<file path="src/rtl/freq_meter_pkg.sv">
// Shared constants and the BCD converter state type for the frequency meter.
package freq_meter_pkg;

    localparam int CLK_HZ         = 100000000;
    localparam int CNT_W_DEFAULT  = 24;
    localparam int DIGITS_DEFAULT = 8;

    typedef enum logic [1:0] {
        IDLE,
        SHIFT,
        DONE
    } conv_state_t;

endpackage

</file>
<file path="src/rtl/bin2bcd_seq.sv">
// Sequential double-dabble converter: one bit per cycle, result published in DONE.
module bin2bcd_seq
    import freq_meter_pkg::*;
#(
    parameter int CNT_W  = CNT_W_DEFAULT,
    parameter int DIGITS = DIGITS_DEFAULT
) (
    input  logic                  sysclk,
    input  logic                  rst_n,
    input  logic                  start,
    input  logic [CNT_W-1:0]      bin,
    output logic [4*DIGITS-1:0]   bcd,
    output logic                  done
);

    localparam int BW = 4 * DIGITS;
    localparam int CW = $clog2(CNT_W + 1);

    conv_state_t       state_reg;
    conv_state_t       state_next;
    logic [CW-1:0]     bit_cnt_reg;
    logic [CNT_W-1:0]  bin_reg;
    logic [BW-1:0]     acc_reg;
    logic [BW-1:0]     bcd_reg;
    logic [BW-1:0]     adj;
    logic [BW-1:0]     acc_step;
    logic [CNT_W-1:0]  bin_step;
    logic              last_step;

    // Add 3 to every digit >= 5 before the shift so it carries correctly.
    for (genvar gi = 0; gi < DIGITS; gi++) begin : g_adj
        assign adj[4*gi +: 4] = (acc_reg[4*gi +: 4] >= 4'd5) ?
                                acc_reg[4*gi +: 4] + 4'd3 : acc_reg[4*gi +: 4];
    end

    assign acc_step  = {adj[BW-2:0], bin_reg[CNT_W-1]};
    assign bin_step  = {bin_reg[CNT_W-2:0], 1'b0};
    assign last_step = (bit_cnt_reg == CW'(CNT_W - 1));

    always_ff @(posedge sysclk or negedge rst_n) begin
        if (!rst_n) begin
            state_reg <= IDLE;
        end else begin
            state_reg <= state_next;
        end
    end

    always_comb begin
        state_next = state_reg;
        case (state_reg)
            IDLE:    if (start) state_next = SHIFT;
            SHIFT:   if (last_step) state_next = DONE;
            DONE:    state_next = IDLE;
            default: state_next = IDLE;
        endcase
    end

    always_ff @(posedge sysclk or negedge rst_n) begin
        if (!rst_n) begin
            bit_cnt_reg <= '0;
            bin_reg     <= '0;
            acc_reg     <= '0;
            bcd_reg     <= '0;
        end else begin
            case (state_reg)
                IDLE: begin
                    if (start) begin
                        bin_reg     <= bin;
                        acc_reg     <= '0;
                        bit_cnt_reg <= '0;
                    end
                end
                SHIFT: begin
                    bin_reg     <= bin_step;
                    acc_reg     <= acc_step;
                    bit_cnt_reg <= bit_cnt_reg + CW'(1);
                    // Publish on the final shift so bcd and done appear together.
                    if (last_step) bcd_reg <= acc_step;
                end
                default: ;
            endcase
        end
    end

    assign bcd  = bcd_reg;
    assign done = (state_reg == DONE);

endmodule

</file>
<file path="src/rtl/freq_meter.sv">
// Gated rising-edge counter for an asynchronous input, with BCD result for display.
module freq_meter
    import freq_meter_pkg::*;
#(
    parameter int GATE_CYCLES = CLK_HZ,
    parameter int CNT_W       = CNT_W_DEFAULT,
    parameter int DIGITS      = DIGITS_DEFAULT
) (
    input  logic                  sysclk,
    input  logic                  rst_n,
    input  logic                  en,
    input  logic                  sigin,
    output logic [CNT_W-1:0]      freq,
    output logic                  freq_valid,
    output logic                  ovf,
    output logic [4*DIGITS-1:0]   bcd,
    output logic                  bcd_valid
);

    localparam int               GW        = $clog2(GATE_CYCLES);
    localparam logic [GW-1:0]    GATE_LAST = GW'(GATE_CYCLES - 1);
    localparam logic [CNT_W-1:0] CNT_MAX   = '1;

    logic              s1_reg, s2_reg, s3_reg;
    logic              rise;
    logic [GW-1:0]     gate_cnt_reg;
    logic [CNT_W-1:0]  edge_cnt_reg;
    logic              sat_reg;
    logic [CNT_W-1:0]  freq_reg;
    logic              freq_valid_reg;
    logic              ovf_reg;
    logic              terminal;
    logic              at_max;
    logic              inc_sat;
    logic [CNT_W-1:0]  edge_inc;

    always_ff @(posedge sysclk or negedge rst_n) begin
        if (!rst_n) begin
            s1_reg <= 1'b0;
            s2_reg <= 1'b0;
            s3_reg <= 1'b0;
        end else begin
            s1_reg <= sigin;
            s2_reg <= s1_reg;
            s3_reg <= s2_reg;
        end
    end

    assign rise     = s2_reg & ~s3_reg;
    assign terminal = (gate_cnt_reg == GATE_LAST);
    assign at_max   = (edge_cnt_reg == CNT_MAX);
    assign inc_sat  = rise & at_max;
    assign edge_inc = (rise && !at_max) ? edge_cnt_reg + 1'b1 : edge_cnt_reg;

    always_ff @(posedge sysclk or negedge rst_n) begin
        if (!rst_n) begin
            gate_cnt_reg   <= '0;
            edge_cnt_reg   <= '0;
            sat_reg        <= 1'b0;
            freq_reg       <= '0;
            freq_valid_reg <= 1'b0;
            ovf_reg        <= 1'b0;
        end else begin
            freq_valid_reg <= 1'b0;
            if (!en) begin
                gate_cnt_reg <= '0;
                edge_cnt_reg <= '0;
                sat_reg      <= 1'b0;
            end else if (terminal) begin
                // A rise in the terminal cycle is folded into the closing window.
                gate_cnt_reg   <= '0;
                edge_cnt_reg   <= '0;
                sat_reg        <= 1'b0;
                freq_reg       <= edge_inc;
                ovf_reg        <= sat_reg | inc_sat;
                freq_valid_reg <= 1'b1;
            end else begin
                gate_cnt_reg <= gate_cnt_reg + 1'b1;
                edge_cnt_reg <= edge_inc;
                sat_reg      <= sat_reg | inc_sat;
            end
        end
    end

    assign freq       = freq_reg;
    assign freq_valid = freq_valid_reg;
    assign ovf        = ovf_reg;

    bin2bcd_seq #(
        .CNT_W  (CNT_W),
        .DIGITS (DIGITS)
    ) u_bin2bcd (
        .sysclk (sysclk),
        .rst_n  (rst_n),
        .start  (freq_valid_reg),
        .bin    (freq_reg),
        .bcd    (bcd),
        .done   (bcd_valid)
    );

endmodule
</file>
<file path="config.mk">
export PLATFORM = sky130hd
export DESIGN_NAME = freq_meter
export DESIGN_NICKNAME = d
export VERILOG_FILES = /design/src/rtl/freq_meter_pkg.sv /design/src/rtl/bin2bcd_seq.sv /design/src/rtl/freq_meter.sv
export SDC_FILE = /design/constraint.sdc
export NUM_CORES = 1
export LEC_CHECK = 0
export ABC_AREA = 1
export CORE_UTILIZATION = 64
export CTS_CLUSTER_SIZE = 16
export DETAILED_ROUTE_END_ITERATION = 8
export PLACE_DENSITY = 0.88
export SLEW_MARGIN = 10
export SYNTH_ARGS = -nofsm -noshare
export SYNTH_HDL_FRONTEND = slang
export SYNTH_SLANG_ARGS = --single-unit
</file>
<file path="constraint.sdc">
create_clock -name sysclk -period 4.75 [get_ports sysclk]
set_input_delay 0.95 -clock sysclk [delete_from_list [all_inputs] [get_ports sysclk]]
set_output_delay 0.95 -clock sysclk [all_outputs]
set_load 0.005 [all_outputs]
</file>
==> impl_results.md, run 1 <==
* Register share of total power at 50.1%
* Tcrit/Tclk final at 51.5%
* Longest Clk Path Bufs at 2
* Final core utilization at 75.5%
* Count leader, synth: nand2_1
* Final GP Congestion at 0.964
* Setup ws final at 2.31 ns
* Clock latency on the worst-skew pair at 0.42 ns
* Core area at 13200 um2
* CP startpoint kind: register
* Diode count at 0
* Max_cap viols at 0
* Total power at 3.01 mW
* Initial core utilization at 65.5%
* I/O Buffers at 62
* Congestion Overflow GR at 0
* Post-CTS setup buffer count at 0
* Hold WS at 0.359 ns
* GRT Total Usage at 29.8%
* EDFF count, synth at 0
* Net Count, Synth at 1076
* CP Class: register to primary output
* Switching share of total power at 21.0%
* Root buffer cell: clkbuf_16
* Largest net degree at the start of global routing at 109
* Fin nets at 1129
* Fmax at 409 MHz
* Sink Count at 176
* Yosys top cell by area: dfrtp_1
* Seq/Total Area, Yosys at 50.8%
* Final min period at 2.44 ns
* Max Slew Vio Count at 0
* Hold-fix buffers, CTS at 0
* Cts repair resizes at 0
* # DRC at 0
* Commonest cells in the netlist: nand2_1, dfrtp_1, inv_1
* Cell Int Power at 2.38 mW
* Vias per cell at 5.71
* Routed Antenna Nets at 0
* Mapped Cells at 1053
* HP Class: register to register
* PwrDens at 301 nW/um2
* CTS tree: done
* Actual slew at the worst max-slew pin at 0.965 ns
* Detail Placement HPWL at 13100 um
* Setup slack at placement at 2.19 ns
* Final Hold Vio Count at 0
* First-pass iteration count of the detailed router at 6
* Critical path peak fanout at 2
* Die Y at 118 um
* Wire length per cell at 15.2 um
* Switching pwr at 0.632 mW
* DRT Wirelength at 19700 um
* Vias in the first global route at 7031
* Leakage Power at 4.55 nW
* Crit end category: primary output
* Setup Skew at 0.00682 ns
* Setup-failing EPs final at 0
* Status: finished, final reports clean
* Iter 0 DRT Violations at 695
* Yosys cell types at 42
* Synthesized area per cell at 8.24 um2
* Worst-path clk slew at 0.06 ns
* RSZ-0062 raised after global routing: false
* Max H-tree Level at 4
* Full die area at 14000 um2
* Top cells by area, synth: dfrtp_1, nand2_1, inv_1
* Inserted Clock Buffers at 17
* Top cell type's share of synthesized area at 50.8%
* Post-Syn Area at 8680 um2
* Die width at 118 um
* Slew margin rel. at 35.6%
* Share of cells above drive strength 1 at 5.90%
* Vias at 7388
* Wire length of the first global-routing pass at 33400 um
* Cell Rows at 42
* Flops & latches, synth at 176
* Clock power share at 48.0%
* Most common flop cell mapped by yosys: dfrtp_1
* Peak supply drop at 0.219 mV
* Initial antenna violation count at 0
* Logic pwr share at 1.9%
* IO Pins at 63
* Worst Path Required at 3.80 ns
* Setup_tns at 0 ns
* Synth warn at 0
* CP Data Arrival Time at 1.49 ns
* Synth-to-layout area growth at 15.2%
* Fraction of registers with async set/reset at 100%
[per-layer routing]
metal | GRT usage (%) | vias up | part of all wire (%)
met2 | 47.3 | 282 | 47
met3 | 5.12 | 50 | 6.0
met4 | 10.9 | 0 | 2.3
li1 | - | 3534 | -
met5 | 0 | - | 0
met1 | 41.5 | 3522 | 44
[worst paths after layout]
check | startpoint | endpoint | slack, ns | cells after the start
max | u_bin2bcd.state_reg[0] | bcd_valid | 2.31 | 2
max reg2reg | u_bin2bcd.state_reg[1] | u_bin2bcd.acc_reg[7] | 2.43 | 6
min | s1_reg | s2_reg | 0.36 | 0
min reg2reg | s1_reg | s2_reg | 0.36 | 0
min in group asynchronous | rst_n | u_bin2bcd.bcd[13] | 0.66 | 1
max in group asynchronous | rst_n | edge_cnt_reg[8] | 3.19 | 2
[critical path, stage by stage (launching register included)]
cell             delay [ns]
dfrtp_1                0.39
nor2_1                 0.16
clkdlybuf4s50_1        0.53
[layout make-up]
class,instances,area [um2]
sequential,176,4400
multi-input combinational,720,3620
fill,953,3250
timing repair buffer,64,649
inverter,127,482
clock buffer,21,460
tap,176,220
clock inverter,11,155
[logic make-up (layout without fill, tap and decap cells)]
group | count (synthesis) | after routing | synth area share [%]
simple gates | 511 | 511 | 25.3
fa+ha+maj | 19 | 19 | 2.74
xor+xnor | 28 | 28 | 2.83
compound gates | 162 | 162 | 10.8
flops | 176 | 176 | 50.8
buf+inv | 157 | 223 | 7.51
[metrics by stage]
step | cells | instance area, um2
floorplan | 1053 | 8680
global placement | 1263 | 9380
detailed placement | 1263 | 9380
CTS | 1295 | 9990
global route | 1295 | 9990
finish | 1295 | 9990
[power groups by stage]
stage	clock network [mW]	logic (mW)	registers, mW
global placement	0	0.0570	1.54
detailed placement	0	0.0584	1.54
global route	1.52	0.0656	1.51
CTS	1.46	0.0586	1.51
floorplan	0	0.0189	1.54
finish	1.44	0.0561	1.51
[cell usage in the layout (no fill, tap or decap), types with 4 or more instances in the layout]
cell and n:
a22oi_1 12, inv_2 9, o22ai_1 26, o21ai_1 7, dfrtp_1 176, xor2_1 24
nor2_1 90, o211ai_1 6, clkdlybuf4s50_1 61, inv_1 115, clkbuf_16 17, ha_1 19
nand3b_1 6, a21oi_1 24, nand2_1 287, nand3_1 61, nor2_2 10, nand4_1 18
xnor2_1 4, nor3_1 24, o21ai_0 74
(Power assumes the default switching activity.)
==> run 2: changes to the inputs <==
--- a/config.mk
+++ b/config.mk
@@ -6,10 +6,10 @@
 export NUM_CORES = 1
 export LEC_CHECK = 0
 export ABC_AREA = 1
-export CORE_UTILIZATION = 64
+export CORE_UTILIZATION = 53
 export CTS_CLUSTER_SIZE = 16
 export DETAILED_ROUTE_END_ITERATION = 8
-export PLACE_DENSITY = 0.88
+export PLACE_DENSITY = 0.78
 export SLEW_MARGIN = 10
 export SYNTH_ARGS = -nofsm -noshare
 export SYNTH_HDL_FRONTEND = slang
==> constraint.sdc (replaced) <==
create_clock -name sysclk -period 2.2 [get_ports sysclk]
set_input_delay 0.44 -clock sysclk [delete_from_list [all_inputs] [get_ports sysclk]]
set_output_delay 0.44 -clock sysclk [all_outputs]
set_load 0.005 [all_outputs]
==> run 2 against run 1 <==
Against the previous run: critical path depth grew 1; design area grew 1.4%; via count shrank 2.9%; critical endpoint unchanged; register-to-register slack lost 2.1 ns; sequential share of layout area shrank 0.60 points; highest routed layer unchanged; cell count grew 3.9%; clock-buffer cell count shrank 1; combinational power grew 140%; worst setup slack lost 2.0 ns; power grew 110%; sequential power grew 120%; largest cell class unchanged.
==> impl_results.md, run 2 (synthesized netlist as in run 1, its figures left out) <==
* Status: finished, final reports clean
* R2R Path Start: gate_cnt_reg[0]
* Max H-tree Level at 4 (unchanged)
* Fmax at 519 MHz
* Logic pwr share at 2.1% (+0.2 points)
* Core area at 15900 um2 (+20%)
* # DRC at 0 (unchanged)
* Most frequent cells in the layout: nand2_1, dfrtp_1, inv_1
* Actual slew at the worst max-slew pin at 0.832 ns (-0.133 ns)
* Commonest non-fill, non-tap cell in the layout: nand2_1
* Hold-fix buffers, CTS at 1 (+1)
* First-pass iteration count of the detailed router at 7 (+1)
* Routed Antenna Nets at 0 (unchanged)
* Capture point of the worst reg-to-reg path: gate_cnt_reg[20]
* CTS tree: done
* Sequence of cells on the critical path: inv_1 > nor2_1 > clkdlybuf4s50_1
* Post-CTS setup buffer count at 0 (unchanged)
* Wire length per cell at 14.1 um (-7.0%)
* Congestion Overflow GR at 0 (unchanged)
* Crit-path leading delay family: buffers and inverters
* Reg-to-reg slack, setup at 0.30 ns (-2.13 ns)
* Sink Count at 176 (unchanged)
* Switching pwr at 1.37 mW (+120%)
* RSZ-0062 raised after global routing: false
* Critical path peak fanout at 3 (+1)
* Max Slew Vio Count at 0 (unchanged)
* Longest Clk Path Bufs at 2 (unchanged)
* Fin cells at 1345 (+3.9%)
* WHS Endpoint: s2_reg
* Layout fillers at 1362 (+43%)
* Worst setup path start: u_bin2bcd.state_reg[1]
* Cell Rows at 46 (+9.5%)
* Worst-path clk slew at 0.07 ns (about the same)
* Initial core utilization at 54.4% (-11 points)
* Final Hold Vio Count at 0 (unchanged)
* CP startpoint kind: register
* Final instance area at 10100 um2 (+1.4%)
* Initial antenna violation count at 0 (unchanged)
* CP Data Arrival Time at 1.49 ns (about the same)
* Cts repair resizes at 0 (unchanged)
* Detail Placement HPWL at 13300 um (+1.6%)
* Synth-to-layout area growth at 16.8%
* Iter 0 DRT Violations at 515 (-26%)
* Share of cells above drive strength 1 at 6.73% (+0.83 points)
* Final GP Congestion at 0.913 (-5.4%)
* Inserted Clock Buffers at 17 (unchanged)
* Diode count at 0 (unchanged)
* Vias at 7176 (-2.9%)
* Final min period at 1.93 ns
* Crit end category: primary output
* Clock power share at 46.9% (-1.1 points)
* Setup-failing EPs final at 0 (unchanged)
* CP Class: register to primary output
* Hold_sp: s1_reg
* Register share of total power at 51.0% (+0.9 points)
* Crit-path max cell delay at 0.53 ns (about the same)
* Number of cells after detailed placement at 1312 (+3.9%)
* Leakage Power at 4.60 nW (+1.1%)
* Die Y at 130 um (+9.7%)
* Die width at 130 um (+9.7%)
* Setup_tns at 0 ns (unchanged)
* Slowest-stage cell, CP: clkdlybuf4s50_1
* Tcrit/Tclk final at 87.6%
* Full die area at 16900 um2 (+20%)
* HP Class: register to register
* Max_cap viols at 0 (unchanged)
* Switching share of total power at 21.4% (+0.43 points)
* Peak supply drop at 0.564 mV (+160%)
* Worst path buffer plus inverter count at 2 (+1)
* I/O Buffers at 62 (unchanged)
* Slew margin rel. at 44.4% (+8.8 points)
* Clock latency on the worst-skew pair at 0.43 ns (about the same)
* IO Pins at 63 (unchanged)
* Fin nets at 1139 (+0.89%)
* PwrDens at 630 nW/um2 (+110%)
* Setup Skew at 0.00893 ns (+0.00211 ns)
* Hold Path Depth at 0 (unchanged)
* Cell Int Power at 5.02 mW (+110%)
* FF-to-FF path depth at 9 (+3)
* Vias per cell at 5.34 (-6.5%)
* Worst Path Required at 1.76 ns (-2.04 ns)
* Placed inst area at 9530 um2 (+1.7%)
* GRT Total Usage at 24.0% (-5.8 points)
* Wire length of the first global-routing pass at 31900 um (-4.3%)
* Vias in the first global route at 6891 (-2.0%)
* Root buffer cell: clkbuf_16
* DRT Wirelength at 19000 um (-3.4%)
* Largest net degree at the start of global routing at 64 (-41%)
* Total power at 6.39 mW (+110%)
run 2: cell types whose count changed in the layout (fill, tap and decap cells not counted), sizes merged:
cell	previous run	this run
buf	3	12
clkbuf	21	20
clkinv	6	8
dlygate4sd3	0	1
bufinv	3	2
run 2: layer usage:
metal  wire length, um  vias to the layer above  track usage (%)
li1                  -                     3554                -
met4               422                        0             9.51
met5                 0                        -                0
met1              9040                     3399             33.0
met3               734                       37             3.53
met2              8800                      186             38.3
run 2: worst max-delay path by stage:
stage	slack, ns	to	depth (start not counted)
2_1_floorplan	0.64	freq[13]	9
3_3_place_gp	0.38	gate_cnt_reg[20]	9
3_5_place_dp	0.33	u_bin2bcd.bcd[25]	7
4_1_cts	0.26	bcd_valid	3
5_1_grt	0.01	u_bin2bcd.bcd[16]	7
6_report	0.27	bcd_valid	3
run 2: metrics by stage:
step | hold slack [ns] | worst slack, ns | util [%]
after floorplan | 0.144 | 0.644 | -
after CTS | 0.351 | 0.256 | 63.5
after global placement | 0.333 | 0.376 | 59.8
final | 0.349 | 0.273 | 63.5
after detailed placement | 0.336 | 0.325 | 59.8
after global routing | 0.363 | 0.0129 | 63.5
run 2: layout make-up:
class                   count  area (um2)  area share [%]
clock buffers              20         457            4.51
clock inverters            12         133            1.31
flip-flops and latches    176        4400            43.5
well taps                 216         270            2.67
inverters                 127         482            4.75
repair buffers             74         764            7.55
multi-input cells         720        3620            35.7
run 2: power groups by stage:
stage / Clock [mW] / Combinational (mW) / Sequential [mW]
CTS: 3.04 / 0.142 / 3.25
finish: 3.00 / 0.137 / 3.25
global placement: 0 / 0.140 / 3.31
floorplan: 0 / 0.0409 / 3.31
global route: 3.17 / 0.157 / 3.25
detailed placement: 0 / 0.140 / 3.32
==> run 3: changes to the inputs <==
--- a/config.mk
+++ b/config.mk
@@ -7,7 +7,7 @@
 export LEC_CHECK = 0
 export ABC_AREA = 1
 export CORE_UTILIZATION = 53
-export CTS_CLUSTER_SIZE = 16
+export CTS_CLUSTER_SIZE = 30
 export DETAILED_ROUTE_END_ITERATION = 8
 export PLACE_DENSITY = 0.78
 export SLEW_MARGIN = 10
==> results of run 3 <==
No change in the layout: final DEF, timing and power equal those of run 2.
